[src/rtl/slave_arb_pkg.sv]
// Shared types and constants for the per-slave round-robin arbiter.
package slave_arb_pkg;

    // Master command encoding
    localparam logic CMD_READ  = 1'b0;
    localparam logic CMD_WRITE = 1'b1;

    localparam int unsigned DEFAULT_QTY_OF_MASTERS = 4;

    typedef enum logic [1:0] {
        IDLE,
        GRANT,
        RDATA
    } arb_state_t;

endpackage

[src/rtl/rr_arbiter.sv]
// Combinational round-robin picker: first set request bit at or after ptr_i,
// wrapping modulo QTY_OF_MASTERS.
module rr_arbiter
    import slave_arb_pkg::*;
#(
    parameter  int unsigned QTY_OF_MASTERS = DEFAULT_QTY_OF_MASTERS,
    localparam int unsigned IDX_W          = $clog2(QTY_OF_MASTERS)
) (
    input  logic [QTY_OF_MASTERS-1:0] req_i,
    input  logic [IDX_W-1:0]          ptr_i,
    output logic [IDX_W-1:0]          idx_o,
    output logic                      valid_o
);

    logic [IDX_W-1:0] cand;

    // Scan from the farthest offset down so the nearest request to ptr_i wins
    always_comb begin
        valid_o = 1'b0;
        idx_o   = '0;
        cand    = '0;
        for (int k = QTY_OF_MASTERS - 1; k >= 0; k--) begin
            // Power-of-two master count: natural overflow performs the wrap
            cand = ptr_i + IDX_W'(k);
            if (req_i[cand]) begin
                valid_o = 1'b1;
                idx_o   = cand;
            end
        end
    end

endmodule

[src/rtl/slave_port_arbiter.sv]
// Per-slave arbiter: grants one requesting master at a time (round-robin),
// forwards its command to the slave and routes ack / read data back to it.
// Optional ack watchdog enabled by defining SLAVE_ARB_TIMEOUT_EN.
module slave_port_arbiter
    import slave_arb_pkg::*;
#(
    parameter int unsigned QTY_OF_MASTERS = DEFAULT_QTY_OF_MASTERS,
    parameter int unsigned ADDR_W         = 32,
    parameter int unsigned DATA_W         = 32,
    parameter int unsigned TIMEOUT_CYCLES = 16
) (
    input  logic                               clk,
    input  logic                               rst_n,
    input  logic [QTY_OF_MASTERS-1:0]          request_from_listeners,
    input  logic [QTY_OF_MASTERS*ADDR_W-1:0]   master_addr,
    input  logic [QTY_OF_MASTERS-1:0]          master_cmd,
    input  logic [QTY_OF_MASTERS*DATA_W-1:0]   master_wdata,
    output logic [QTY_OF_MASTERS-1:0]          ack_to_masters,
    output logic [QTY_OF_MASTERS-1:0]          rvalid_to_masters,
    output logic [DATA_W-1:0]                  rdata_to_masters,
    output logic [QTY_OF_MASTERS-1:0]          err_to_masters,
    output logic                               slave_req,
    output logic [ADDR_W-1:0]                  slave_addr,
    output logic                               slave_cmd,
    output logic [DATA_W-1:0]                  slave_wdata,
    input  logic                               slave_ack,
    input  logic [DATA_W-1:0]                  slave_rdata
);

    localparam int unsigned IDX_W = $clog2(QTY_OF_MASTERS);

    arb_state_t          state_q, state_d;
    logic [IDX_W-1:0]    ptr_q, ptr_d;
    logic [IDX_W-1:0]    grant_q, grant_d;

    // Last values shown on the data outputs, so they hold outside their state
    logic [ADDR_W-1:0]   addr_q;
    logic                cmd_q;
    logic [DATA_W-1:0]   wdata_q;
    logic [DATA_W-1:0]   rdata_q;

    logic [IDX_W-1:0]          win_idx;
    logic                      win_valid;
    logic                      gnt_req;
    logic                      gnt_cmd;
    logic [ADDR_W-1:0]         gnt_addr;
    logic [DATA_W-1:0]         gnt_wdata;
    logic [QTY_OF_MASTERS-1:0] gnt_onehot;
    logic                      timeout_hit;

    rr_arbiter #(
        .QTY_OF_MASTERS (QTY_OF_MASTERS)
    ) u_rr_arbiter (
        .req_i   (request_from_listeners),
        .ptr_i   (ptr_q),
        .idx_o   (win_idx),
        .valid_o (win_valid)
    );

    // Fields of the currently granted master
    always_comb begin
        gnt_req    = request_from_listeners[grant_q];
        gnt_cmd    = master_cmd[grant_q];
        gnt_addr   = master_addr[int'(grant_q)*ADDR_W +: ADDR_W];
        gnt_wdata  = master_wdata[int'(grant_q)*DATA_W +: DATA_W];
        gnt_onehot = QTY_OF_MASTERS'(1) << grant_q;
    end

`ifdef SLAVE_ARB_TIMEOUT_EN
    localparam int unsigned CNT_W = $clog2(TIMEOUT_CYCLES + 1);

    logic [CNT_W-1:0] cnt_q, cnt_d;

    // Count GRANT cycles; restarts from zero on every fresh grant
    always_comb begin
        cnt_d = '0;
        if (state_q == GRANT && state_d == GRANT) begin
            cnt_d = cnt_q + 1'b1;
        end
    end

    // Watchdog counter register
    always_ff @(posedge clk or negedge rst_n) begin
        if (!rst_n) begin
            cnt_q <= '0;
        end else begin
            cnt_q <= cnt_d;
        end
    end

    // Fires on the TIMEOUT_CYCLES-th GRANT cycle without an ack
    always_comb begin
        timeout_hit = (state_q == GRANT) && gnt_req && !slave_ack &&
                      (cnt_q == CNT_W'(TIMEOUT_CYCLES - 1));
    end
`else
    // No watchdog: GRANT waits for the slave indefinitely
    always_comb begin
        timeout_hit = 1'b0;
    end
`endif

    // FSM state, grant pointer and grant index registers
    always_ff @(posedge clk or negedge rst_n) begin
        if (!rst_n) begin
            state_q <= IDLE;
            ptr_q   <= '0;
            grant_q <= '0;
        end else begin
            state_q <= state_d;
            ptr_q   <= ptr_d;
            grant_q <= grant_d;
        end
    end

    // Next-state, pointer advance and grant capture
    always_comb begin
        state_d = state_q;
        ptr_d   = ptr_q;
        grant_d = grant_q;
        unique case (state_q)
            IDLE: begin
                if (win_valid) begin
                    grant_d = win_idx;
                    state_d = GRANT;
                end
            end
            GRANT: begin
                if (!gnt_req) begin
                    // Master withdrew before ack: abandon without advancing ptr
                    state_d = IDLE;
                end else if (slave_ack) begin
                    ptr_d   = grant_q + 1'b1;
                    state_d = (gnt_cmd == CMD_WRITE) ? IDLE : RDATA;
                end else if (timeout_hit) begin
                    ptr_d   = grant_q + 1'b1;
                    state_d = IDLE;
                end
            end
            RDATA: begin
                state_d = IDLE;
            end
            default: begin
                state_d = IDLE;
            end
        endcase
    end

    // Outputs decoded from the current state
    always_comb begin
        slave_req         = 1'b0;
        ack_to_masters    = '0;
        rvalid_to_masters = '0;
        err_to_masters    = '0;
        slave_addr        = addr_q;
        slave_cmd         = cmd_q;
        slave_wdata       = wdata_q;
        rdata_to_masters  = rdata_q;
        unique case (state_q)
            GRANT: begin
                slave_req   = 1'b1;
                slave_addr  = gnt_addr;
                slave_cmd   = gnt_cmd;
                slave_wdata = gnt_wdata;
                if (gnt_req && (slave_ack || timeout_hit)) begin
                    ack_to_masters = gnt_onehot;
                end
                if (timeout_hit) begin
                    err_to_masters = gnt_onehot;
                end
            end
            RDATA: begin
                rvalid_to_masters = gnt_onehot;
                rdata_to_masters  = slave_rdata;
            end
            default: ;
        endcase
    end

    // Capture the last driven data values so they hold between transfers
    always_ff @(posedge clk or negedge rst_n) begin
        if (!rst_n) begin
            addr_q  <= '0;
            cmd_q   <= 1'b0;
            wdata_q <= '0;
            rdata_q <= '0;
        end else begin
            if (state_q == GRANT) begin
                addr_q  <= gnt_addr;
                cmd_q   <= gnt_cmd;
                wdata_q <= gnt_wdata;
            end
            if (state_q == RDATA) begin
                rdata_q <= slave_rdata;
            end
        end
    end

endmodule

[config.mk]
export PLATFORM = sky130hd
export DESIGN_NAME = slave_port_arbiter
export DESIGN_NICKNAME = d
export VERILOG_FILES = /design/src/rtl/slave_arb_pkg.sv /design/src/rtl/rr_arbiter.sv /design/src/rtl/slave_port_arbiter.sv
export SDC_FILE = /design/constraint.sdc
export NUM_CORES = 1
export LEC_CHECK = 0
export BUFFER_PORTS_ARGS = -buffer_cell sky130_fd_sc_hd__buf_2
export CORE_MARGIN = 1
export CORE_UTILIZATION = 23
export CTS_CLUSTER_DIAMETER = 150
export CTS_CLUSTER_SIZE = 12
export DETAILED_ROUTE_END_ITERATION = 6
export HOLD_SLACK_MARGIN = 0.15
export SLEW_MARGIN = 30
export SYNTH_ARGS = -nofsm -noshare
export SYNTH_HDL_FRONTEND = slang
export SYNTH_HIERARCHICAL = 1
export SYNTH_SLANG_ARGS = --single-unit
[constraint.sdc]
create_clock -name clk -period 2.4 [get_ports clk]
set_clock_uncertainty 0.1 [all_clocks]
set_input_delay 0.48 -clock clk [delete_from_list [all_inputs] [get_ports clk]]
set_output_delay 0.48 -clock clk [all_outputs]
set_load 0.01 [all_outputs]
==> metrics list <==
- The flow ran to the end, but the final reports show violations.
- Violated checks: setup timing
* Detailed-router iteration count before antenna repair: 4
- For this design the total switching power over the nets is 0.00475 W.
- Portion of total power attributed to sequential cells: 0.212
* Initial antenna violation count: 3
* CTS tree: done
- At the pin with the least slew margin, the transition time is 573 ps.
- Gate count of the mapped netlist: 339
- Headroom to the max-slew limit came out at 0.617.
* Via count normalized by instance count: 4.42
* Detailed Route Iter0 Violations: 193
- Period Utilization, post-route: 1.11
* Row Count: 56
* Data arrival time at the worst-slack endpoint: 2090 ps
- For this configuration, the core starts out at a cell density of 0.238.
* Data required time of the critical path: 1820 ps
- At the end of routability-driven placement, the weighted congestion stood at 0.765.
- Of the cells placed in the final design, the portion with a size suffix greater than 1 is 0.832.
- Setup repair after global routing could not meet its margin everywhere.
- The number of global-route vias before repair came to 4833.
- Counting along the longest clock path gives a buffer depth of 2.
* Routed via count: 4888
- Endpoint of the worst-slack reg-to-reg timing path: ptr_q[0]$_DFFE_PN0P_
* Setup WS post-layout: -268 ps
* Combinational share of power: 0.684
- Synth Register Bits: 103
- Library cells used by synthesis: 25
* Hold WC Path Type: primary input to flop
- The synthesized design contains 0 enable-type register cells.
* Io pins: 409
- Of the total power, the share spent switching nets is 0.337.
- Filler Cell Count: 2166
* Full die area: 25200 sq um
- Clock Tree Root: sky130_fd_sc_hd__clkbuf_16
- The worst-case IR drop observed on VDD is 479 uV.
- Min-Delay Endpoint: rdata_q[14]$_DFF_PN0_
- Hold wc startpoint: slave_rdata[14]
- Routed len/inst: 19.5 microns
- In this run the worst setup path begins at grant_q[0]$_DFFE_PN0P_.
- The first global-routing pass estimated 27500 microns of wire.
- The number of hold violations in the final report is 0.
- Cell depth of the worst min-delay path: 2
* Worst Path Class, Setup: flop to output pin
* Proportion of register bits with asynchronous set or reset after synthesis: 1.00
- Synth warnings: 6
* Type of element launching the critical path: flop
- Area delta synth->final: 77.6%
- Entering global routing, the biggest net connects 53 pins.
- Once detailed placement completed, the half-perimeter wirelength came to 15500 microns.
- The number of cells on the worst reg-to-reg path is 6.
* Number of placed cells counting well taps: 1050
- CTS buffer count: 9
- Critical path capture point type: output pin
- Number of nets in the layout: 1082
- The mapped netlist covers 5640 sq um.
* Max-cap check violation count: 0
* Number of pins exceeding their max-slew limit in the final report: 0
- Clock share of power: 0.105
- Latest clock arrival within the worst-skew pair: 350 ps
- Placeable Area: 23800 sq um
* Count of placed standard cells in the final layout, fillers left out: 1105
* Overall track demand over capacity in global routing: 0.150
- Sinks on the clock net: 103
* Reg-to-reg critical path startpoint: grant_q[0]$_DFFE_PN0P_
- Max Fanout on Critical Path: 5
- Setup violations remaining at the end of the flow were counted as 69.
- Of the synthesized area, sequential elements account for 0.457.
- The final layout contains routed wiring with a total length of 21500 microns.
- Placed cell areas: 8140 sq um
- Clock slew at reported path FFs: 80 ps
- # H-tree levels: 3
* Final hold slack: 275 ps
- Summing all multi-input logic gate instances after layout gives 3280 sq um.
- Worst slack, placed: 23.2 ps
- Final routed DRC violation total: 0
* Count of port buffers added during placement: 404
- Power Internal: 0.00934 W
- Post-Synthesis Mean Instance Area: 16.6 sq um
- Peak clock frequency supported by timing: 375 MHz
- The count of nets left with antenna violations once routing finished came out at 0.
- Lkg Pwr: 4.86 nW
* Worst reg2reg setup slack: 320 ps
* Prevailing post-synth register cell: sky130_fd_sc_hd__dfrtp_1
* FF/Latch Area: 2580 sq um
- Final worst path period need: 2670 ps
- Die Wd: 159 microns
- Summed over all layers, the global routing overflow is 0.
- With fillers left out, the area of the finished cells amounts to 10000 sq um.
* Total power density per cell area: 1410 nW/um^2
* Die Ht: 159 microns
## cells in the mapped netlist, types with 2 or more instances
cell / count / area share
sky130_fd_sc_hd__buf_1: 6 / 0.0040
sky130_fd_sc_hd__and2_1: 8 / 0.0089
sky130_fd_sc_hd__nand2b_1: 2 / 0.0022
sky130_fd_sc_hd__mux2_2: 97 / 0.19
sky130_fd_sc_hd__nor2b_1: 3 / 0.0033
sky130_fd_sc_hd__nor3b_1: 2 / 0.0027
sky130_fd_sc_hd__buf_2: 10 / 0.0089
sky130_fd_sc_hd__inv_1: 3 / 0.0020
sky130_fd_sc_hd__mux4_2: 66 / 0.26
sky130_fd_sc_hd__ha_1: 4 / 0.0089
sky130_fd_sc_hd__clkbuf_1: 5 / 0.0033
sky130_fd_sc_hd__buf_6: 7 / 0.014
sky130_fd_sc_hd__nand2_1: 4 / 0.0027
sky130_fd_sc_hd__mux2_4: 2 / 0.0053
sky130_fd_sc_hd__dfrtp_1: 103 / 0.46
sky130_fd_sc_hd__buf_4: 4 / 0.0053
sky130_fd_sc_hd__nor2_1: 4 / 0.0027
sky130_fd_sc_hd__o21ai_0: 2 / 0.0018
## cell usage in the layout, fill, tap and decap left out, types with 3 or more instances in the layout
cell type                   instances
sky130_fd_sc_hd__buf_4             24
sky130_fd_sc_hd__and2_1             4
sky130_fd_sc_hd__conb_1             4
sky130_fd_sc_hd__buf_8              3
sky130_fd_sc_hd__dfrtp_1          101
sky130_fd_sc_hd__nand2_1            4
sky130_fd_sc_hd__buf_6            104
sky130_fd_sc_hd__mux4_2            66
sky130_fd_sc_hd__buf_16             3
sky130_fd_sc_hd__buf_2            303
sky130_fd_sc_hd__clkbuf_16         17
sky130_fd_sc_hd__buf_12            12
sky130_fd_sc_hd__and2_4             4
sky130_fd_sc_hd__mux2_4            99
sky130_fd_sc_hd__nor2_1             4
## flip-flops by register name, summed over array words and instances (netlist names)
name,count
ptr_q,2
cmd_q,1
wdata_q,32
grant_q,2
rdata_q,32
addr_q,32
state_q,2
## per-stage QoR
stage | total power, W | util | setup TNS [ps]
after global routing | 0.0149 | 0.422 | -22840
after global placement | 0.00921 | 0.342 | 0
final | 0.0141 | 0.422 | -15950
after CTS | 0.0120 | 0.374 | -18140
after floorplan | 0.00693 | - | 0
after detailed placement | 0.00930 | 0.342 | 0
## critical path: stages (launching register included)
cell and delay [ps]:
sky130_fd_sc_hd__dfrtp_4 480, sky130_fd_sc_hd__clkbuf_16 190, sky130_fd_sc_hd__buf_12 130, sky130_fd_sc_hd__mux4_2 520, sky130_fd_sc_hd__mux2_4 290, sky130_fd_sc_hd__buf_6 130
## worst max-delay path by stage
stage	to	slack, ps
finish	slave_wdata[2]	-270
global route	slave_wdata[28]	-340
CTS	slave_addr[2]	-310
detailed placement	slave_addr[21]	20
global placement	slave_wdata[3]	30
floorplan	slave_addr[0]	210
## power groups by stage
stage	clock [W]	sequential [W]	combinational, W
after detailed placement	0	0.00301	0.00629
final	0.00147	0.00298	0.00963
after floorplan	0	0.00281	0.00412
after global placement	0	0.00298	0.00623
after CTS	0.00155	0.00293	0.00755
after global routing	0.00162	0.00308	0.0102
## layout make-up
| class | count | area share |
|---|---|---|
| timing repair buffer | 458 | 0.344 |
| clock inverter | 6 | 0.00624 |
| inverter | 3 | 0.00112 |
| multi-input combinational | 204 | 0.328 |
| sequential | 103 | 0.258 |
| tap | 319 | 0.0398 |
| clock buffer | 10 | 0.0229 |
| antenna | 2 | 0.000500 |
## logic make-up after synthesis
family / after synthesis / share of synthesized area
compound gates: 6 / 0.00776
fa+ha+maj: 4 / 0.00887
buf+inv: 35 / 0.0375
flops: 103 / 0.457
mux: 166 / 0.464
other cells: 1 / 0.000665
simple gates: 24 / 0.0244
## per-layer routing
metal  vias to the layer above  GRT usage  wire length, microns
met1                      2429      0.169                  8200
li1                       2188          -                     -
met3                        20     0.0340                  1330
met2                       249      0.277                 11600
met4                         2     0.0453                   393
met5                         -          0                    12
## timing repair
| action | CTS | global route |
|---|---|---|
| pin swaps | 0 | 4 |
| endpoints found under the setup margin | 69 | 100 |
| hold buffers | 1 | 0 |
| setup buffers | 7 | 17 |
| endpoints found under the hold margin | 27 | 0 |
| resized for setup | 72 | 172 |
| gates cloned | 1 | 11 |
(Power assumes the default switching activity.)
